### src/rtl/eth_frame_pkg.sv
// Shared constants and FSM encoding for the Ethernet frame writer.
// Holds the header field widths and the minimum padded payload size.
package eth_frame_pkg;

  localparam int MAC_W       = 48;
  localparam int TYPE_W      = 16;
  localparam int MIN_PAYLOAD = 46;

  typedef enum logic [1:0] {
    IDLE    = 2'd0,
    HDR     = 2'd1,
    PAYLOAD = 2'd2
  } state_t;

endpackage

### src/rtl/eth_lane_mask.sv
// Per-lane byte classification for one payload beat (combinational, zero latency).
// Lane i covers byte sent+i: data_sel=real input byte, keep=inside padded frame; last=final beat.
module eth_lane_mask #(
  parameter int KEEP_WIDTH = 1,
  parameter int LEN_WIDTH  = 16
) (
  input  logic [LEN_WIDTH:0]    sent_i,
  input  logic [LEN_WIDTH:0]    data_len_i,
  input  logic [LEN_WIDTH:0]    total_len_i,
  output logic [KEEP_WIDTH-1:0] data_sel_o,
  output logic [KEEP_WIDTH-1:0] keep_o,
  output logic                  last_o
);

  // One extra bit so sent+lane never wraps near the top of the length range.
  localparam int CW = LEN_WIDTH + 2;

  always_comb begin
    data_sel_o = '0;
    keep_o     = '0;
    for (int i = 0; i < KEEP_WIDTH; i++) begin
      data_sel_o[i] = ({1'b0, sent_i} + CW'(i)) < {1'b0, data_len_i};
      keep_o[i]     = ({1'b0, sent_i} + CW'(i)) < {1'b0, total_len_i};
    end
  end

  assign last_o = ({1'b0, sent_i} + CW'(KEEP_WIDTH)) >= {1'b0, total_len_i};

endmodule

### src/rtl/eth_frame_writer.sv
// Ethernet frame writer: header handshake, then payload pass-through with tkeep/tlast and zero padding.
// Payload path is zero-latency combinational; stalls on either handshake hold all outputs with nothing consumed.
module eth_frame_writer
  import eth_frame_pkg::*;
#(
  parameter int DATA_WIDTH = 8,
  parameter int KEEP_WIDTH = DATA_WIDTH / 8,
  parameter int LEN_WIDTH  = 16,
  parameter int PAD_ENABLE = 1
) (
  input  logic                  clk,
  input  logic                  rst,
  input  logic                  req_valid,
  output logic                  req_ready,
  input  logic [47:0]           req_dest_mac,
  input  logic [47:0]           req_src_mac,
  input  logic [15:0]           req_type,
  input  logic [LEN_WIDTH-1:0]  req_len,
  input  logic [DATA_WIDTH-1:0] in_tdata,
  input  logic                  in_tvalid,
  output logic                  in_tready,
  output logic                  s_eth_hdr_valid,
  input  logic                  s_eth_hdr_ready,
  output logic [47:0]           s_eth_dest_mac,
  output logic [47:0]           s_eth_src_mac,
  output logic [15:0]           s_eth_type,
  output logic [DATA_WIDTH-1:0] s_eth_payload_axis_tdata,
  output logic [KEEP_WIDTH-1:0] s_eth_payload_axis_tkeep,
  output logic                  s_eth_payload_axis_tvalid,
  input  logic                  s_eth_payload_axis_tready,
  output logic                  s_eth_payload_axis_tlast,
  output logic                  s_eth_payload_axis_tuser,
  output logic                  busy,
  output logic                  done,
  output logic [31:0]           frames_sent
);

  localparam int LW = LEN_WIDTH + 1;

  state_t            state_q;
  logic [MAC_W-1:0]  dest_q, src_q;
  logic [TYPE_W-1:0] type_q;
  logic [LW-1:0]     data_len_q, total_len_q, sent_q, sent_d;
  logic [31:0]       frames_q, frames_d;

  logic [LW-1:0]         req_len_ext, total_len_d;
  logic [KEEP_WIDTH-1:0] lane_data, lane_keep;
  logic                  lane_last;
  logic                  in_hdr, in_pay, need_in, pay_vld, pay_hs, hdr_hs;

  assign req_len_ext = {1'b0, req_len};
  assign total_len_d = (PAD_ENABLE != 0 && req_len_ext < LW'(MIN_PAYLOAD)) ? LW'(MIN_PAYLOAD)
                                                                          : req_len_ext;
  assign sent_d      = sent_q + LW'(KEEP_WIDTH);
  assign frames_d    = frames_q + 32'd1;

  eth_lane_mask #(
    .KEEP_WIDTH (KEEP_WIDTH),
    .LEN_WIDTH  (LEN_WIDTH)
  ) u_lane_mask (
    .sent_i      (sent_q),
    .data_len_i  (data_len_q),
    .total_len_i (total_len_q),
    .data_sel_o  (lane_data),
    .keep_o      (lane_keep),
    .last_o      (lane_last)
  );

  // Every output is masked by rst so the block reads idle during the reset cycle itself.
  assign in_hdr  = !rst && (state_q == HDR);
  assign in_pay  = !rst && (state_q == PAYLOAD);
  assign need_in = sent_q < data_len_q;
  assign pay_vld = in_pay && (need_in ? in_tvalid : 1'b1);
  assign pay_hs  = pay_vld && s_eth_payload_axis_tready;
  assign hdr_hs  = in_hdr && s_eth_hdr_ready;

  assign req_ready       = !rst && (state_q == IDLE);
  assign busy            = !rst && (state_q != IDLE);
  assign s_eth_hdr_valid = in_hdr;
  assign s_eth_dest_mac  = in_hdr ? dest_q : '0;
  assign s_eth_src_mac   = in_hdr ? src_q  : '0;
  assign s_eth_type      = in_hdr ? type_q : '0;
  assign frames_sent     = rst ? '0 : frames_q;
  assign done            = (hdr_hs && total_len_q == '0) || (pay_hs && lane_last);

  assign in_tready                 = in_pay && need_in && s_eth_payload_axis_tready;
  assign s_eth_payload_axis_tvalid = pay_vld;
  assign s_eth_payload_axis_tkeep  = in_pay ? lane_keep : '0;
  assign s_eth_payload_axis_tlast  = in_pay && lane_last;
  assign s_eth_payload_axis_tuser  = 1'b0;

  always_comb begin
    s_eth_payload_axis_tdata = '0;
    for (int i = 0; i < KEEP_WIDTH; i++) begin
      if (in_pay && lane_data[i]) s_eth_payload_axis_tdata[8*i +: 8] = in_tdata[8*i +: 8];
    end
  end

  always_ff @(posedge clk) begin
    if (rst) begin
      state_q     <= IDLE;
      dest_q      <= '0;
      src_q       <= '0;
      type_q      <= '0;
      data_len_q  <= '0;
      total_len_q <= '0;
      sent_q      <= '0;
      frames_q    <= '0;
    end else begin
      case (state_q)
        IDLE: begin
          if (req_valid) begin
            dest_q      <= req_dest_mac;
            src_q       <= req_src_mac;
            type_q      <= req_type;
            data_len_q  <= req_len_ext;
            total_len_q <= total_len_d;
            sent_q      <= '0;
            state_q     <= HDR;
          end
        end
        HDR: begin
          if (s_eth_hdr_ready) begin
            if (total_len_q != '0) begin
              state_q <= PAYLOAD;
            end else begin
              frames_q <= frames_d;
              state_q  <= IDLE;
            end
          end
        end
        PAYLOAD: begin
          if (pay_hs) begin
            sent_q <= sent_d;
            if (lane_last) begin
              frames_q <= frames_d;
              state_q  <= IDLE;
            end
          end
        end
        default: state_q <= IDLE;
      endcase
    end
  end

endmodule

### config.mk
export PLATFORM = sky130hd
export DESIGN_NAME = eth_frame_writer
export DESIGN_NICKNAME = d
export VERILOG_FILES = /design/src/rtl/eth_frame_pkg.sv /design/src/rtl/eth_lane_mask.sv /design/src/rtl/eth_frame_writer.sv
export SDC_FILE = /design/constraint.sdc
export NUM_CORES = 1
export LEC_CHECK = 0
export CORE_MARGIN = 2
export CORE_UTILIZATION = 43
export DETAILED_ROUTE_END_ITERATION = 12
export HOLD_SLACK_MARGIN = 0.03
export PLACE_DENSITY_LB_ADDON = 0.05
export SYNTH_ARGS = -nofsm -noshare
export SYNTH_HDL_FRONTEND = slang
export SYNTH_SLANG_ARGS = --single-unit
### constraint.sdc
create_clock -name clk -period 3.3 [get_ports clk]
set_input_delay 0.66 -clock clk [delete_from_list [all_inputs] [get_ports clk]]
set_output_delay 0.66 -clock clk [all_outputs]
set_load 0.05 [all_outputs]
==> metrics.txt, run 1 <==
outcome=complete, but fails checks; failing checks=setup timing; Switching Share=29.77%; die area=roughly 24,000 sq um; CTS tree=built; fin crit period=approximately 3.7 ns; Core ar.=22,640 sq um; Final ANT Viol Nets=0; Crit. End Element=output port; Chip Height=~160 microns; Pwr per Cell Area=~360 nW/um^2; Tot Pwr=roughly 5.6 mW; gr ovfl total=0; Hold Fails Final Rpt=0; final worst slack=-0.4435 ns; DP Wirelength=about 23 mm; EDFF count, synth=0; area delta synth->final=58.34%; largest net degree at the start of global routing=115; max-slew violations=0; I/O pins=slightly above 300; Final period util=113.4%; Final Wtd Congestion=around 0.85; Die Span X=between 150 and 200 microns; Crit Path Category=flip-flop to output port; Final TNS setup=-1.160 ns; layout cells sized above 1=between 20% and 30%; largest family of logic cells by synthesized area=simple AND/OR/NAND/NOR gates; post-synthesis instance area=between 9000 and 10,000 sq um; Worst Hold Margin=between 0.4 and 0.5 ns; Critical Path Max Stage Delay=roughly 0.36 ns; Pleak=6.188 nW; drt wl/cell=17.28 microns; most frequent cells in the layout=nand2_1, dfxtp_1, a21oi_1, clkdlybuf4s50_1, buf_12; Buf/Inv on CP=1; # setup viols final=11; Comb power frac=between 10% and 20%; Post-Synth XOR/XNOR Area=under 10%; internal power=~3.9 mW; switching power=about 1.7 mW; Post-synth ARST share=0%; startpoint type of the worst setup path=flip-flop; Synth Area in Compound Gates=between 10% and 20%; clk slew on worst S/H paths=0.07 ns; CP most frequent cell=and2_4; Sequential Power Share=45.3%; CTS root buffer=clkbuf_16; MaxCap Viol Count=0; Fillers=approximately 1,900; DRT iter0 DRCs=between 500 and 600; # nets final=1,759; cells after synthesis=about 1,300; DRC viols=0; initial core utilization=a little over two fifths; vias in the first global route=9,384; Worst-Margin Slew=between 0.9 and 1 ns; # H-tree levels=4; unrepaired setup endpoints after global routing=yes; drt first pass iters=5; critical path's slowest cell=dfxtp_2; Via Count=roughly 9,700; VDD IR max=about 360 uV; post-synthesis simple-gate area fraction=between 30% and 40%; clock latency on the worst-skew pair=about 0.44 ns; Worst Hold Class=flip-flop to flip-flop; drt via density=around 5.2; CP Cell Sequence=ha_2, and2_4, and2_4, and3_4, xor2_4, ha_4, and4_1, o211a_1, a2111o_1, a41oi_2, a21o_4, o21ai_4, buf_6; Worst Path Max Fanout=3; Diodes inserted=0; most common cell after layout, fill and taps aside=nand2_1; synth unique cells=68; Row Count=between 50 and 60; CTS sink cnt=roughly 200; Seq/Total Area, Yosys=roughly two fifths; Worst Skew=0.01857 ns; Req. time, crit path=2.64 ns; GR Util All Layers=between 20 and 30%; worst path arrival time=slightly above 3 ns; syn avg cell area=~7.8 sq um; hold_buf cts=0; syn nets=1,462; port bufs=301; Most used DFF post-synth=dfxtp_1; flops & latches, synth=a little under 200; initial antenna violation count=1; YS warnings=0; post-synthesis mux area share=1.252%; clock buffer depth=2; total CTS buffers=17; Worst slew margin=~37%; FMAX=0.2671 GHz; WL final=around 32 mm; crit-path leading delay family=compound AO/OA/AOI/OAI gates; post-synthesis adder-cell area fraction=around 6.2%; clock network power share=between 30% and 40%; first-pass GRT wire length=49.71 mm
[tightest hold or removal path: cells and delay by family (launching register included)]
kind,cells,cell delay [ns]
AND/OR/NAND/NOR,1,0.05
AO/OA/AOI/OAI,1,0.05
flip-flops,1,0.31
[kinds of logic after synthesis]
group / Yosys count
compound gates: 258
xor+xnor: 28
fa+ha+maj: 49
buf+inv: 115
flops: 195
mux: 11
other cells: 1
simple gates: 614
[power groups by stage]
stage | combinational (mW) | clock [mW] | sequential (mW)
2_1_floorplan | 0.504 | 0 | 2.57
3_3_place_gp | 0.909 | 0 | 2.58
3_5_place_dp | 0.921 | 0 | 2.59
4_1_cts | 0.959 | 2.13 | 2.54
5_1_grt | 1.06 | 2.23 | 2.55
6_report | 0.970 | 2.10 | 2.54
[final cells by class]
type | count | area (sq um) | area share, %
clock inverters | 14 | 153.9 | 0.9822
repair buffers | 355 | 4632 | 29.56
clock buffers | 18 | 429.2 | 2.739
flip-flops and latches | 195 | 3920 | 25.02
well taps | 285 | 356.6 | 2.276
inverters | 38 | 142.6 | 0.9103
multi-input cells | 961 | 6035 | 38.51
[per-layer routing]
layer	routed length [microns]	up-vias	share of wire [%]	GRT usage, %
li1	-	4817	-	-
met1	13070	4532	41	30.61
met2	15680	296	49	43.55
met3	2761	40	8.6	9.833
met4	723	2	2.2	7.471
met5	12	-	0.037	0
[cell usage after synthesis, types with 6 or more instances]
master | instances | share of area [%]
a211oi_1 | 12 | 0.91
a21oi_1 | 175 | 8.9
and2_1 | 118 | 7.5
and2_2 | 7 | 0.53
and3_1 | 9 | 0.57
and4_1 | 9 | 0.80
buf_1 | 7 | 0.27
clkbuf_1 | 65 | 2.5
dfxtp_1 | 195 | 39
ha_1 | 49 | 6.2
inv_1 | 38 | 1.4
mux2_2 | 9 | 1.0
nand2_1 | 300 | 11
nand3_1 | 20 | 1.0
nand4_1 | 12 | 0.76
nor2_1 | 66 | 2.5
nor2b_1 | 33 | 2.1
nor4_1 | 6 | 0.38
o21a_1 | 8 | 0.61
o21ai_0 | 19 | 0.96
or3_1 | 8 | 0.51
xnor2_1 | 21 | 1.9
xor2_1 | 7 | 0.62
[worst paths after layout]
kind	start	to	slack, ns	cells past startpoint
max reg2reg	sent_q[0]$_SDFFE_PP0P_	frames_q[12]$_SDFFE_PP0P_	-0.04	16
min	src_q[35]$_SDFFE_PP0P_	src_q[35]$_SDFFE_PP0P_	0.45	2
min reg2reg	src_q[35]$_SDFFE_PP0P_	src_q[35]$_SDFFE_PP0P_	0.45	2
max	sent_q[1]$_SDFFE_PP0P_	done	-0.44	13
[flip-flops by register name (all words and copies together) (netlist names)]
name         cells
data_len_q      16
type_q          16
sent_q          17
state_q          2
src_q           48
dest_q          48
frames_q        32
total_len_q     16
[repair_timing]
action                                  in CTS  in global routing
gates cloned                                 1                  0
pin swaps                                   34                 34
setup buffers                                6                  8
endpoints found under the setup margin      29                 40
gates resized for setup                     61                 40
[per-stage QoR]
step | utilization (%) | std cells | instance area [sq um] | worst slack, ns
after detailed placement | 64.08 | 1821 | 14510 | -0.07737
final | 69.21 | 1866 | 15670 | -0.4435
after global routing | 69.21 | 1866 | 15670 | -0.5281
after CTS | 68.21 | 1860 | 15440 | -0.4578
after global placement | 64.08 | 1821 | 14510 | -0.01499
after floorplan | - | 1271 | 9946 | -0.1026
No activity file was read; power rests on OpenSTA's default activity.
==> inputs of run 2 (changes only) <==
Settings changed: SKIP_LAST_GASP set to 1.
==> metrics.txt, run 2 (synthesis gave the netlist of run 1 again) <==
outcome=complete, but fails checks; failing checks=setup timing; largest net degree at the start of global routing=roughly 120; clock buffer depth=2; Worst Skew=about 0.019 ns; worst path arrival time=around 3.1 ns; I/O pins=~300; Crit Path Category=flip-flop to output port; Final period util=113.4%; final worst slack=-0.4431 ns; Comb power frac=17.3%; most frequent cells in the layout=nand2_1, dfxtp_1, a21oi_1, clkdlybuf4s50_1, buf_12; CTS tree=built; DP Wirelength=approximately 23 mm; initial core utilization=43.71%; total CTS buffers=17; max-slew violations=0; unrepaired setup endpoints after global routing=yes; layout cells sized above 1=22.26%; reg-to-reg critical path startpoint=sent_q[0]$_SDFFE_PP0P_; clock network power share=between 30% and 40%; Chip Height=between 150 and 200 microns; FMAX=between 0.2 and 0.3 GHz; VDD IR max=around 360 uV; Pleak=between 6 and 7 nW; Fillers=roughly 1,900; Pwr per Cell Area=around 360 nW/um^2; R2R cell count=16; Switching Share=between 20% and 30%; MaxCap Viol Count=0; WL final=roughly 32 mm; most common cell after layout, fill and taps aside=nand2_1; port bufs=about 300; die area=~24,000 sq um; Row Count=55; startpoint type of the worst setup path=flip-flop; CTS root buffer=clkbuf_16; area delta synth->final=58.34%; Worst-Margin Slew=0.9374 ns; drt via density=about 5.2; first-pass GRT wire length=between 40 and 50 mm; internal power=slightly below 4 mW; drt first pass iters=5; worst r2r dst=frames_q[22]$_SDFFE_PP0P_; Hold Fails Final Rpt=0; CTS sink cnt=slightly below 200; Crit. End Element=output port; vias in the first global route=between 9,000 and 10,000; hold path depth=2; cell area after layout=15,670 sq um; Worst slew margin=37.51%; Req. time, crit path=2.64 ns; Diodes inserted=0; clk slew on worst S/H paths=approximately 0.070 ns; drt wl/cell=around 17 microns; switching power=approximately 1.7 mW; worst reg2reg setup slack=-0.04 ns; fin crit period=3.743 ns; initial antenna violation count=1; # H-tree levels=4; gr ovfl total=0; GR Util All Layers=25.81%; Sequential Power Share=between 40 and 50%; Regs by FF count=dest_q x48, src_q x48, frames_q x32; Setup crit start=sent_q[1]$_SDFFE_PP0P_; Via Count=9,689; Core ar.=approximately 23,000 sq um; Worst Hold Class=flip-flop to flip-flop; Die Span X=about 160 microns; clock latency on the worst-skew pair=around 0.44 ns; # setup viols final=11; DRT iter0 DRCs=around 530; Final Wtd Congestion=0.8543; Hold Path Origin=src_q[35]$_SDFFE_PP0P_; DP Area=between 10,000 and 15,000 sq um; crit path capture=done; Worst Path Max Fanout=3; Final ANT Viol Nets=0; Final TNS setup=-1.169 ns; # nets final=between 1,500 and 2,000; DRC viols=0
[run 2: cell types whose count changed in the layout (fill, tap and decap cells not counted)]
cell / change
o21ai_1: -1
o21ai_0: +1
[run 2: layout make-up]
| class | count | area, sq um | share of cell area [%] |
|---|---|---|---|
| multi-input cells | 961 | 6035 | 38.51 |
| repair buffers | 355 | 4632 | 29.56 |
| flip-flops and latches | 195 | 3920 | 25.02 |
| clock buffers | 18 | 429.2 | 2.739 |
| well taps | 285 | 356.6 | 2.276 |
| clock inverters | 14 | 153.9 | 0.9822 |
| inverters | 38 | 142.6 | 0.9103 |
[run 2: metal layers]
metal,vias to the layer above,wire [microns],track usage (%)
met5,-,12,0
met4,2,780,7.471
met3,48,2764,9.833
met2,298,15640,43.55
met1,4522,13020,30.61
li1,4819,-,-
[run 2: stage by stage]
step	setup slack (ns)	cells	utilization [%]	total power, mW	hold slack [ns]
after floorplan	-0.1026	1271	-	3.079	0.4315
after global placement	-0.01499	1821	64.08	3.493	0.4368
after detailed placement	-0.07737	1821	64.08	3.511	0.4420
after CTS	-0.4578	1860	68.21	5.629	0.4530
after global routing	-0.5281	1866	69.21	5.842	0.4665
final	-0.4431	1866	69.21	5.601	0.4504
[run 2: power groups by stage]
| stage | sequential, mW | clock, mW | combinational (mW) |
|---|---|---|---|
| 6_report | 2.54 | 2.10 | 0.970 |
| 2_1_floorplan | 2.57 | 0 | 0.504 |
| 5_1_grt | 2.55 | 2.23 | 1.06 |
| 3_5_place_dp | 2.59 | 0 | 0.921 |
| 3_3_place_gp | 2.58 | 0 | 0.909 |
| 4_1_cts | 2.54 | 2.13 | 0.959 |
[run 2: what timing repair did]
action | 4_1_cts | 5_1_grt
endpoints found under the setup margin | 29 | 40
hold endpoints to repair | 0 | 0
gates resized for setup | 61 | 39
gates cloned | 1 | 0
setup buffers | 6 | 8
pin swaps | 34 | 34
hold buffers | 0 | 0
[run 2: critical path: stages, from the launching register on]
cell and delay, ns:
dfxtp_2 0.36, ha_2 0.18, and2_4 0.15, and2_4 0.15, and3_4 0.20, xor2_4 0.18
ha_4 0.23, and4_1 0.16, o211a_1 0.11, a2111o_1 0.32, a41oi_2 0.21, a21o_4 0.18
o21ai_4 0.06, buf_6 0.16
[run 2: worst min path at each step]
| stage | endpoint | slack (ns) |
|---|---|---|
| final | src_q[35]$_SDFFE_PP0P_ | 0.45 |
| after global routing | data_len_q[9]$_SDFFE_PP0P_ | 0.47 |
| after CTS | type_q[3]$_SDFFE_PP0P_ | 0.45 |
| after detailed placement | type_q[9]$_SDFFE_PP0P_ | 0.44 |
| after global placement | src_q[2]$_SDFFE_PP0P_ | 0.44 |
| after floorplan | data_len_q[0]$_SDFFE_PP0P_ | 0.43 |
